===== config.mk =====
export PLATFORM = sky130hd
export DESIGN_NAME = vga_sync_decoder_flat
export DESIGN_NICKNAME = d
export VERILOG_FILES = /design/src/rtl/vga_sync_decoder_if.sv /design/src/rtl/vga_sync_decoder.sv /design/src/flat_wrapper.sv
export SDC_FILE = /design/constraint.sdc
export NUM_CORES = 1
export LEC_CHECK = 0
export CORE_ASPECT_RATIO = 0.5
export CORE_MARGIN = 4
export CORE_UTILIZATION = 56
export DETAILED_ROUTE_END_ITERATION = 10
export PLACE_DENSITY = 0.75
export SETUP_SLACK_MARGIN = 0.2
export SYNTH_ARGS = -nofsm -noshare
export SYNTH_HDL_FRONTEND = slang
export SYNTH_SLANG_ARGS = --single-unit

===== constraint.sdc =====
create_clock -name clk -period 3.3 [get_ports clk]
set_input_delay 0.66 -clock clk [delete_from_list [all_inputs] [get_ports clk]]
set_output_delay 0.66 -clock clk [all_outputs]
set_load 0.05 [all_outputs]

===== src/rtl/vga_sync_decoder_if.sv =====
// vga_sync_decoder_if: sync inputs and recovered timing outputs of the VGA sync decoder
interface vga_sync_decoder_if;
   logic        h_sync_in;
   logic        v_sync_in;
   logic [10:0] x_location;
   logic [10:0] y_location;
   logic        display_enable;
   logic        locked;
   logic        frame_start;
   logic        sync_error;
   modport master (
      output h_sync_in, v_sync_in,
      input  x_location, y_location, display_enable, locked, frame_start, sync_error
   );
   modport slave (
      input  h_sync_in, v_sync_in,
      output x_location, y_location, display_enable, locked, frame_start, sync_error
   );
endinterface


===== src/rtl/vga_sync_decoder.sv =====
// vga_sync_decoder: recovers pixel position and active video from hsync/vsync and tracks timing lock
module vga_sync_decoder #(
   parameter int H_RES         = 1280,
   parameter int H_FRONT_PORCH = 48,
   parameter int H_SYNC_PULSE  = 112,
   parameter int H_BACK_PORCH  = 248,
   parameter int V_RES         = 1024,
   parameter int V_FRONT_PORCH = 1,
   parameter int V_SYNC_PULSE  = 3,
   parameter int V_BACK_PORCH  = 38
) (
   input logic               clk,
   input logic               rst,
   vga_sync_decoder_if.slave bus
);
   localparam int H_TOTAL = H_RES + H_FRONT_PORCH + H_SYNC_PULSE + H_BACK_PORCH;
   localparam int V_TOTAL = V_RES + V_FRONT_PORCH + V_SYNC_PULSE + V_BACK_PORCH;
   localparam logic [11:0] HT  = 12'(H_TOTAL);
   localparam logic [11:0] HTO = 12'(2 * H_TOTAL);
   localparam logic [10:0] VT  = 11'(V_TOTAL);
   localparam logic [10:0] XL  = 11'(H_RES + H_FRONT_PORCH);
   localparam logic [10:0] XM  = 11'(H_TOTAL - 1);
   localparam logic [10:0] YL  = 11'(V_RES + V_FRONT_PORCH - 1);
   localparam logic [10:0] YM  = 11'(V_TOTAL - 1);
   localparam logic [10:0] HR  = 11'(H_RES);
   localparam logic [10:0] VR  = 11'(V_RES);

   typedef enum logic [1:0] {UNLOCKED, H_LOCKED, LOCKED} state_t;

   state_t      state, state_n;
   logic        h_q, v_q, h_seen, v_seen, good, good_n, err_n;
   logic [10:0] x, y, v_lines, v_base;
   logic [11:0] h_period;
   logic        locked, display_enable, frame_start, sync_error;

   wire h_edge  = bus.h_sync_in & ~h_q;
   wire v_edge  = bus.v_sync_in & ~v_q;
   wire x_wrap  = x == XM;
   wire h_eval  = h_edge & h_seen;
   wire v_eval  = v_edge & v_seen;
   wire h_good  = h_period == HT;
   wire v_good  = v_lines == VT;
   wire timeout = h_period == HTO;
   wire h_bad   = (h_eval & ~h_good) | timeout;

   assign v_base = v_edge ? 11'd0 : v_lines;

   always_comb begin
      state_n = state;
      good_n  = good;
      err_n   = 1'b0;
      case (state)
         UNLOCKED: begin
            if (timeout) begin
               good_n = 1'b0;
               err_n  = 1'b1;
            end else if (h_eval) begin
               good_n  = h_good & ~good;
               state_n = (h_good & good) ? H_LOCKED : UNLOCKED;
            end
         end
         default: begin
            good_n = 1'b0;
            if (h_bad) begin
               state_n = UNLOCKED;
               err_n   = 1'b1;
            end else if (v_eval) begin
               err_n   = ~v_good;
               state_n = v_good ? LOCKED : (state == LOCKED ? UNLOCKED : H_LOCKED);
            end
         end
      endcase
   end

   always_ff @(posedge clk) begin
      if (rst) begin
         h_q            <= 1'b0;
         v_q            <= 1'b0;
         h_seen         <= 1'b0;
         v_seen         <= 1'b0;
         x              <= '0;
         y              <= '0;
         h_period       <= '0;
         v_lines        <= '0;
         good           <= 1'b0;
         state          <= UNLOCKED;
         locked         <= 1'b0;
         sync_error     <= 1'b0;
         display_enable <= 1'b0;
         frame_start    <= 1'b0;
      end else begin
         h_q            <= bus.h_sync_in;
         v_q            <= bus.v_sync_in;
         h_seen         <= h_seen | h_edge;
         v_seen         <= v_seen | v_edge;
         x              <= h_edge ? XL : (x_wrap ? 11'd0 : x + 11'd1);
         y              <= v_edge ? YL : ((x_wrap & ~h_edge) ? (y == YM ? 11'd0 : y + 11'd1) : y);
         h_period       <= h_edge ? 12'd1 : (h_period == 12'hfff ? h_period : h_period + 12'd1);
         // a coincident h_edge counts as the first line of the new frame
         v_lines        <= v_base + 11'(h_edge && v_base != 11'h7ff);
         good           <= good_n;
         state          <= state_n;
         locked         <= state_n == LOCKED;
         sync_error     <= err_n;
         display_enable <= locked & (x < HR) & (y < VR);
         frame_start    <= locked & (x == 11'd0) & (y == 11'd0);
      end
   end

   assign bus.x_location     = x;
   assign bus.y_location     = y;
   assign bus.locked         = locked;
   assign bus.sync_error     = sync_error;
   assign bus.display_enable = display_enable;
   assign bus.frame_start    = frame_start;
endmodule


===== src/flat_wrapper.sv =====
// flat-port wrapper written by rule: the top's interface ports become plain ports
module vga_sync_decoder_flat 
#(
   parameter int H_RES         = 1280,
   parameter int H_FRONT_PORCH = 48,
   parameter int H_SYNC_PULSE  = 112,
   parameter int H_BACK_PORCH  = 248,
   parameter int V_RES         = 1024,
   parameter int V_FRONT_PORCH = 1,
   parameter int V_SYNC_PULSE  = 3,
   parameter int V_BACK_PORCH  = 38
)
  (clk, rst, bus_h_sync_in, bus_v_sync_in, bus_x_location, bus_y_location, bus_display_enable, bus_locked, bus_frame_start, bus_sync_error);
  vga_sync_decoder_if bus_i ();
  input logic clk;
  input logic rst;
  input wire logic [$bits(bus_i.h_sync_in)-1:0] bus_h_sync_in;
  input wire logic [$bits(bus_i.v_sync_in)-1:0] bus_v_sync_in;
  output wire logic [$bits(bus_i.x_location)-1:0] bus_x_location;
  output wire logic [$bits(bus_i.y_location)-1:0] bus_y_location;
  output wire logic [$bits(bus_i.display_enable)-1:0] bus_display_enable;
  output wire logic [$bits(bus_i.locked)-1:0] bus_locked;
  output wire logic [$bits(bus_i.frame_start)-1:0] bus_frame_start;
  output wire logic [$bits(bus_i.sync_error)-1:0] bus_sync_error;
  assign bus_i.h_sync_in = bus_h_sync_in;
  assign bus_i.v_sync_in = bus_v_sync_in;
  assign bus_x_location = bus_i.x_location;
  assign bus_y_location = bus_i.y_location;
  assign bus_display_enable = bus_i.display_enable;
  assign bus_locked = bus_i.locked;
  assign bus_frame_start = bus_i.frame_start;
  assign bus_sync_error = bus_i.sync_error;
  vga_sync_decoder #(.H_RES(H_RES), .H_FRONT_PORCH(H_FRONT_PORCH), .H_SYNC_PULSE(H_SYNC_PULSE), .H_BACK_PORCH(H_BACK_PORCH), .V_RES(V_RES), .V_FRONT_PORCH(V_FRONT_PORCH), .V_SYNC_PULSE(V_SYNC_PULSE), .V_BACK_PORCH(V_BACK_PORCH)) u_core (.clk(clk), .rst(rst), .bus(bus_i));
endmodule

==> results.ini, run 1 <==
[sta]
drv_slew = 0
final_hold_viol_count = 0
slew_headroom_pct = 66.3
whs_ns = 0.486
fin_crit_sh_pct = 81.9
fin_tns_setup_ns = 0
setup-violations-final = 0
fin_worst_skew_ns = 0.00195
min_period_ns = 2.70
rsz0062_at_grt = false
tightestPinTransition_ns = 0.504
fmax_mhz = 370

[critical_path]
worst_ep_arrival_time_ns = 2.96
r2r_start = u_core.v_lines[6]$_SDFF_PP0_
required_ns = 3.55
r2r_slack_ns = 0.87
r2r_end = u_core.v_lines[4]$_SDFF_PP0_
crit_path_end_kind = flip-flop
worst-path-max-fanout = 3
r2r.worst_path.cells = 8
start_kind = input pin
crit_type = input pin to flip-flop

[run_status]
outcome = completed

[clock_network]
cts_buffers = 5
cts_root_buf = clkbuf_8
ctsResizeCount = 0
clkSinkCount = 56
cts_buffer_depth = 2
clock_latency_ns = 0.30
clk_pin_slew_worst_paths_ns = 0.10
post-cts-setup-buffers = 0
htreeDepth = 2
holdBufCountCts = 0
cts_tree = yes

[floorplanning]
die_y_um = 58.5
start_util_pct = 57.9
rows = 18
die_w_um = 109
io_pins = 30
die_area_um2 = 6370
core_um2 = 4930

[hold_path]
hold_path_end = u_core.bus.x_location[0]$_SDFF_PP0_
worst_hold_path.num_cells = 1
min_path_type = flip-flop to flip-flop
hold_start = u_core.bus.x_location[0]$_SDFF_PP0_

[layout]
area_growth_pct = 16.1
regArea_um2 = 1120
fill_cells = 393
final_common_cell = dfxtp_1
multiInputGateArea_um2 = 1660
drive_above_1_share_pct = 6.08
fin_nets = 374
num_antenna_cells = 0
final_cell_mix = dfxtp_1, nor2_1, clkdlybuf4s50_1

[routing]
drt_iter0_drc = 154
drtPass1Iterations = 4
vias = 2503
viasPerCell = 5.79
detail-route-antenna-nets = 0
finalWirelength_um = 6350
wire_per_inst_um = 14.7
drc = 0

[power_and_ir_drop]
peakVddDrop_mv = 0.233
p_per_area_nw_per_um2 = 364
power_leakage_nw = 1.13

[grt]
gr-total-overflow = 0
grt_first_pass_wirelength_um = 11200
grt_max_degree = 19
antenna_found_initial = 0
grt_pass1_vias = 2387
grt_usage_pct = 21.7

[synth]
ys_seq_elements = 56
synth-seq-area-share_pct = 39.3
syn_area_um2 = 2850
synth_cells = 331
synth-edff-count = 0
synth_top_area_share_pct = 39.3
synth_area_leaders = dfxtp_1, nor2_1, ha_1
synth_cell_types = 53
synth_area_per_cell_um2 = 8.62
synth.net_count = 344
synthArstFlopShare_pct = 0
yosys.area.top_type = dfxtp_1
yosys_warnings = 0
synth_ff_type = dfxtp_1

[placement]
place_hpwl_um = 4720
port-buffer-count = 29
place_congestion = 0.903

[flow_run]
maxCapViolCount = 0

## worst max-delay path by stage
stage	depth (start not counted)	from	slack, ns	end
after floorplan	8	bus_v_sync_in	0.78	u_core.v_lines[4]$_SDFF_PP0_
after global placement	9	bus_v_sync_in	0.31	u_core.v_lines[4]$_SDFF_PP0_
after detailed placement	9	bus_v_sync_in	0.27	u_core.v_lines[4]$_SDFF_PP0_
after CTS	9	bus_v_sync_in	0.59	u_core.v_lines[4]$_SDFF_PP0_
after global routing	9	bus_v_sync_in	0.44	u_core.v_lines[4]$_SDFF_PP0_
final	9	bus_v_sync_in	0.60	u_core.v_lines[4]$_SDFF_PP0_
## worst max-delay path: stages
cell,delay [ns]
clkdlybuf4s50_1,0.42
nor2b_1,0.15
or3_1,0.37
o41a_1,0.45
ha_1,0.18
and2_1,0.18
nand4_1,0.13
mux2_2,0.34
nor2_1,0.07
## routing by layer
metal / part of all wire [%] / up-vias / track usage, %
met5: 0 / - / 0
met4: 0.57 / 0 / 5.04
met3: 4.2 / 4 / 4.60
met2: 45 / 50 / 35.4
met1: 50 / 1179 / 29.9
li1: - / 1270 / -
## kinds of logic (layout without fill, tap and decap cells)
logic type,count (synthesis),in the layout,share of synthesized area [%]
xor gates and xnor gates,18,18,5.52
adders and majority gates,9,9,3.95
buffers and inverters,18,49,2.50
and+or+nand+nor,173,173,35.5
muxes,4,4,1.45
DFF,56,56,39.3
AOI/OAI and AO/OA,53,53,11.8
## power breakdown
group / internal (W) / switching (W) / leakage [nW] / total [W]
logic: 0.0000433 / 0.0000705 / 0.620 / 0.000114
registers: 0.000689 / 0.0000178 / 0.455 / 0.000707
clock network: 0.000168 / 0.000218 / 0.0510 / 0.000386
## cells in the mapped netlist, drive strengths merged, types with 3 or more instances
cell	n
dfxtp	56
nor2	31
nand2	28
a21oi	21
nand3	17
nor3	16
nand4	15
o21ai	15
and3	11
or3	10
xnor2	10
ha	9
inv	8
xor2	8
nor4	7
and4	6
clkbuf	6
nand2b	6
nor2b	6
a31oi	5
buf	4
nor4b	4
mux2i	3
nand4bb	3
or4b	3
## flip-flops by register name, indices dropped and copies added, names as in the netlist
signal	count
u_core.h_period	12
u_core.v_seen	1
u_core.bus.locked	1
u_core.good	1
u_core.h_q	1
u_core.bus.y_location	11
u_core.v_q	1
u_core.state	2
u_core.bus.display_enable	1
u_core.h_seen	1
u_core.v_lines	11
u_core.bus.x_location	11
u_core.bus.sync_error	1
u_core.bus.frame_start	1
## cell type report
cell class              count  area share [%]
multi-input cells         257            50.2
well taps                  70            2.64
flip-flops and latches     56            33.8
clock inverters             2           0.302
inverters                   8           0.906
repair buffers             33            9.67
clock buffers               6            2.49
## through the flow
step | total power (W) | utilization, % | setup WS [ns] | cell area [um2] | cells
3_3_place_gp | 0.000833 | 65.3 | 0.306 | 3220 | 424
4_1_cts | 0.00122 | 67.2 | 0.591 | 3310 | 432
3_5_place_dp | 0.000836 | 65.3 | 0.266 | 3220 | 424
5_1_grt | 0.00126 | 67.2 | 0.441 | 3310 | 432
6_report | 0.00121 | 67.2 | 0.596 | 3310 | 432
2_1_floorplan | 0.000797 | - | 0.779 | 2850 | 331
(Power assumes the default switching activity.)
==> run 2, diff against run 1 <==
CORE_UTILIZATION = 51   (was 56)
PLACE_DENSITY = 0.72   (was 0.75)
clock period = 2.33 ns   (was 3.3 ns; I/O delays follow)
==> results.ini, run 2 (synthesized netlist as in run 1, its figures left out) <==
[clock_network]
clkSinkCount = 56  ; unchanged
holdBufCountCts = 0  ; unchanged
clock_latency_ns = 0.32  ; +0.02 ns
cts_root_buf = clkbuf_8
clk_pin_slew_worst_paths_ns = 0.10  ; about the same
cts_buffers = 5  ; unchanged
cts_tree = yes
htreeDepth = 2  ; unchanged
cts_buffer_depth = 2  ; unchanged

[critical_path]
critPathMaxStageDelay_ns = 0.37  ; -0.08 ns
r2r_start = u_core.v_lines[5]$_SDFF_PP0_
slowest_stage = or3_4
worst_ep_arrival_time_ns = 2.37  ; -0.59 ns
required_ns = 2.59  ; -0.96 ns
crit_chain = dlygate4sd2_1 > nor2b_4 > or3_4 > o41a_1 > ha_2 > and2_4 > nand4_1 > mux2_4 > nor2_1
crit_type = input pin to flip-flop
r2r.worst_path.cells = 8  ; unchanged
start_kind = input pin
crit_start = bus_v_sync_in
worst-path-max-fanout = 3  ; unchanged
crit_path_end_kind = flip-flop

[routing]
drt_iter0_drc = 193  ; +25%
detail-route-antenna-nets = 0  ; unchanged
finalWirelength_um = 6730  ; +5.9%
vias = 2628  ; +5.0%
drtPass1Iterations = 4  ; unchanged
drc = 0  ; unchanged
viasPerCell = 5.83  ; +0.57%
wire_per_inst_um = 14.9  ; +1.5%

[layout]
final_common_cell = dfxtp_1
fin_nets = 393  ; +5.1%
regArea_um2 = 1130  ; +0.67%
largest_reg_flops = 12  ; unchanged
num_antenna_cells = 0  ; unchanged
final_area_um2 = 3540  ; +6.8%
area_growth_pct = 24.0
fill_cells = 434  ; +10%
largest_register = u_core.h_period
final_cell_mix = dfxtp_1, nor2_1, nand2_1
drive_above_1_share_pct = 14.2  ; +8.1 points
multiInputGateArea_um2 = 1710  ; +2.7%

[sta]
rsz0062_at_grt = true
slew_headroom_pct = 65.4  ; -0.91 points
fin_crit_sh_pct = 90.7
fin_ws_ns = 0.217  ; -0.380 ns
fmax_mhz = 473
fin_tns_setup_ns = 0  ; unchanged
setup-violations-final = 0  ; unchanged
drv_slew = 0  ; unchanged
fin_worst_skew_ns = 0.00424  ; +0.00229 ns
final_hold_viol_count = 0  ; unchanged
min_period_ns = 2.11
tightestPinTransition_ns = 0.521  ; +0.0174 ns

[flow_run]
maxCapViolCount = 0  ; unchanged

[grt]
grt_first_pass_wirelength_um = 11700  ; +4.6%
grt_max_degree = 24  ; +5
gr-total-overflow = 0  ; unchanged
antenna_found_initial = 0  ; unchanged
grt_pass1_vias = 2412  ; +1.0%
grt_usage_pct = 21.1  ; -0.66 points

[power_and_ir_drop]
seqPwrFrac_pct = 55.4  ; -3.2 points
sw_frac_of_total_pct = 24.5  ; -0.81 points
peakVddDrop_mv = 0.239  ; +2.3%
p_comb_share_pct = 9.5  ; about the same
power_leakage_nw = 1.41  ; +25%
internal_power_w = 0.00136  ; +51%
clkPwrFrac_pct = 35.1  ; +3.1 points
p_per_area_nw_per_um2 = 510  ; +40%
switching_power_w = 0.000444  ; +45%

[floorplanning]
die_y_um = 60.9  ; +4.1%
rows = 18  ; unchanged
io_pins = 30  ; unchanged
die_area_um2 = 6930  ; +8.7%
die_w_um = 114  ; +4.4%
start_util_pct = 55.3  ; -2.5 points
core_um2 = 5160  ; +4.6%

[hold_path]
min_path_type = flip-flop to flip-flop
worst_hold_path.num_cells = 1  ; unchanged
hold_start = u_core.bus.x_location[0]$_SDFF_PP0_

[run_status]
outcome = completed

[placement]
place_ws_ns = -0.311  ; -0.576 ns
port-buffer-count = 29  ; unchanged
place_hpwl_um = 4870  ; +3.2%
place_congestion = 0.881  ; -2.4%
dpl_cell_area_um2 = 3340  ; +3.6%

-- run 2: per-layer routing --
layer	up-vias	GRT usage (%)	share of wire [%]	wire length (um)
met1	1265	28.2	49	3330
met2	42	35.4	46	3100
met5	-	0	0	0
li1	1312	-	-	-
met3	9	4.78	3.5	238
met4	0	5.08	0.94	63
-- run 2: layout make-up --
type | count | area share [%]
Clock inverter | 2 | 0.990
Timing Repair Buffer | 52 | 13.5
Inverter | 8 | 0.848
Multi-Input combinational cell | 257 | 48.2
Clock buffer | 6 | 2.05
Tap cell | 70 | 2.47
Sequential cell | 56 | 31.9
-- run 2: final timing paths --
kind / end / slack (ns)
worst max register to register: u_core.v_lines[4]$_SDFF_PP0_ / 0.24
worst min register to register: u_core.bus.x_location[0]$_SDFF_PP0_ / 0.49
worst max-delay path: u_core.v_lines[4]$_SDFF_PP0_ / 0.22
worst min-delay path: u_core.bus.x_location[0]$_SDFF_PP0_ / 0.49
-- run 2: per-stage QoR --
stage	power (W)	hold slack (ns)	util (%)	std cells
floorplan	0.00113	0.464	-	331
global placement	0.00119	0.460	64.7	439
detailed placement	0.00119	0.477	64.7	439
CTS	0.00182	0.497	67.6	450
global route	0.00190	0.521	68.6	451
finish	0.00181	0.488	68.6	451
-- run 2: repair_timing --
item	CTS	global route
gates cloned	0	0
gates resized for setup	14	16
setup buffers	3	1
pin swaps	5	5
setup endpoints to repair	10	17
-- run 2: worst max-delay path, delay by kind of cell --
kind	cells	cell delay [ns]
AND/OR/NAND/NOR	5	0.84
AO/OA/AOI/OAI	1	0.34
buffers and inverters	1	0.24
adder cells (fa/ha/maj)	1	0.18
multiplexers	1	0.31
-- run 2: power groups by stage --
stage | Combinational (W) | Sequential, W | Clock (W)
after floorplan | 0.0000806 | 0.00105 | 0
after global placement | 0.000167 | 0.00102 | 0
after detailed placement | 0.000171 | 0.00102 | 0
after CTS | 0.000170 | 0.00100 | 0.000653
after global routing | 0.000187 | 0.00100 | 0.000705
final | 0.000172 | 0.00100 | 0.000634
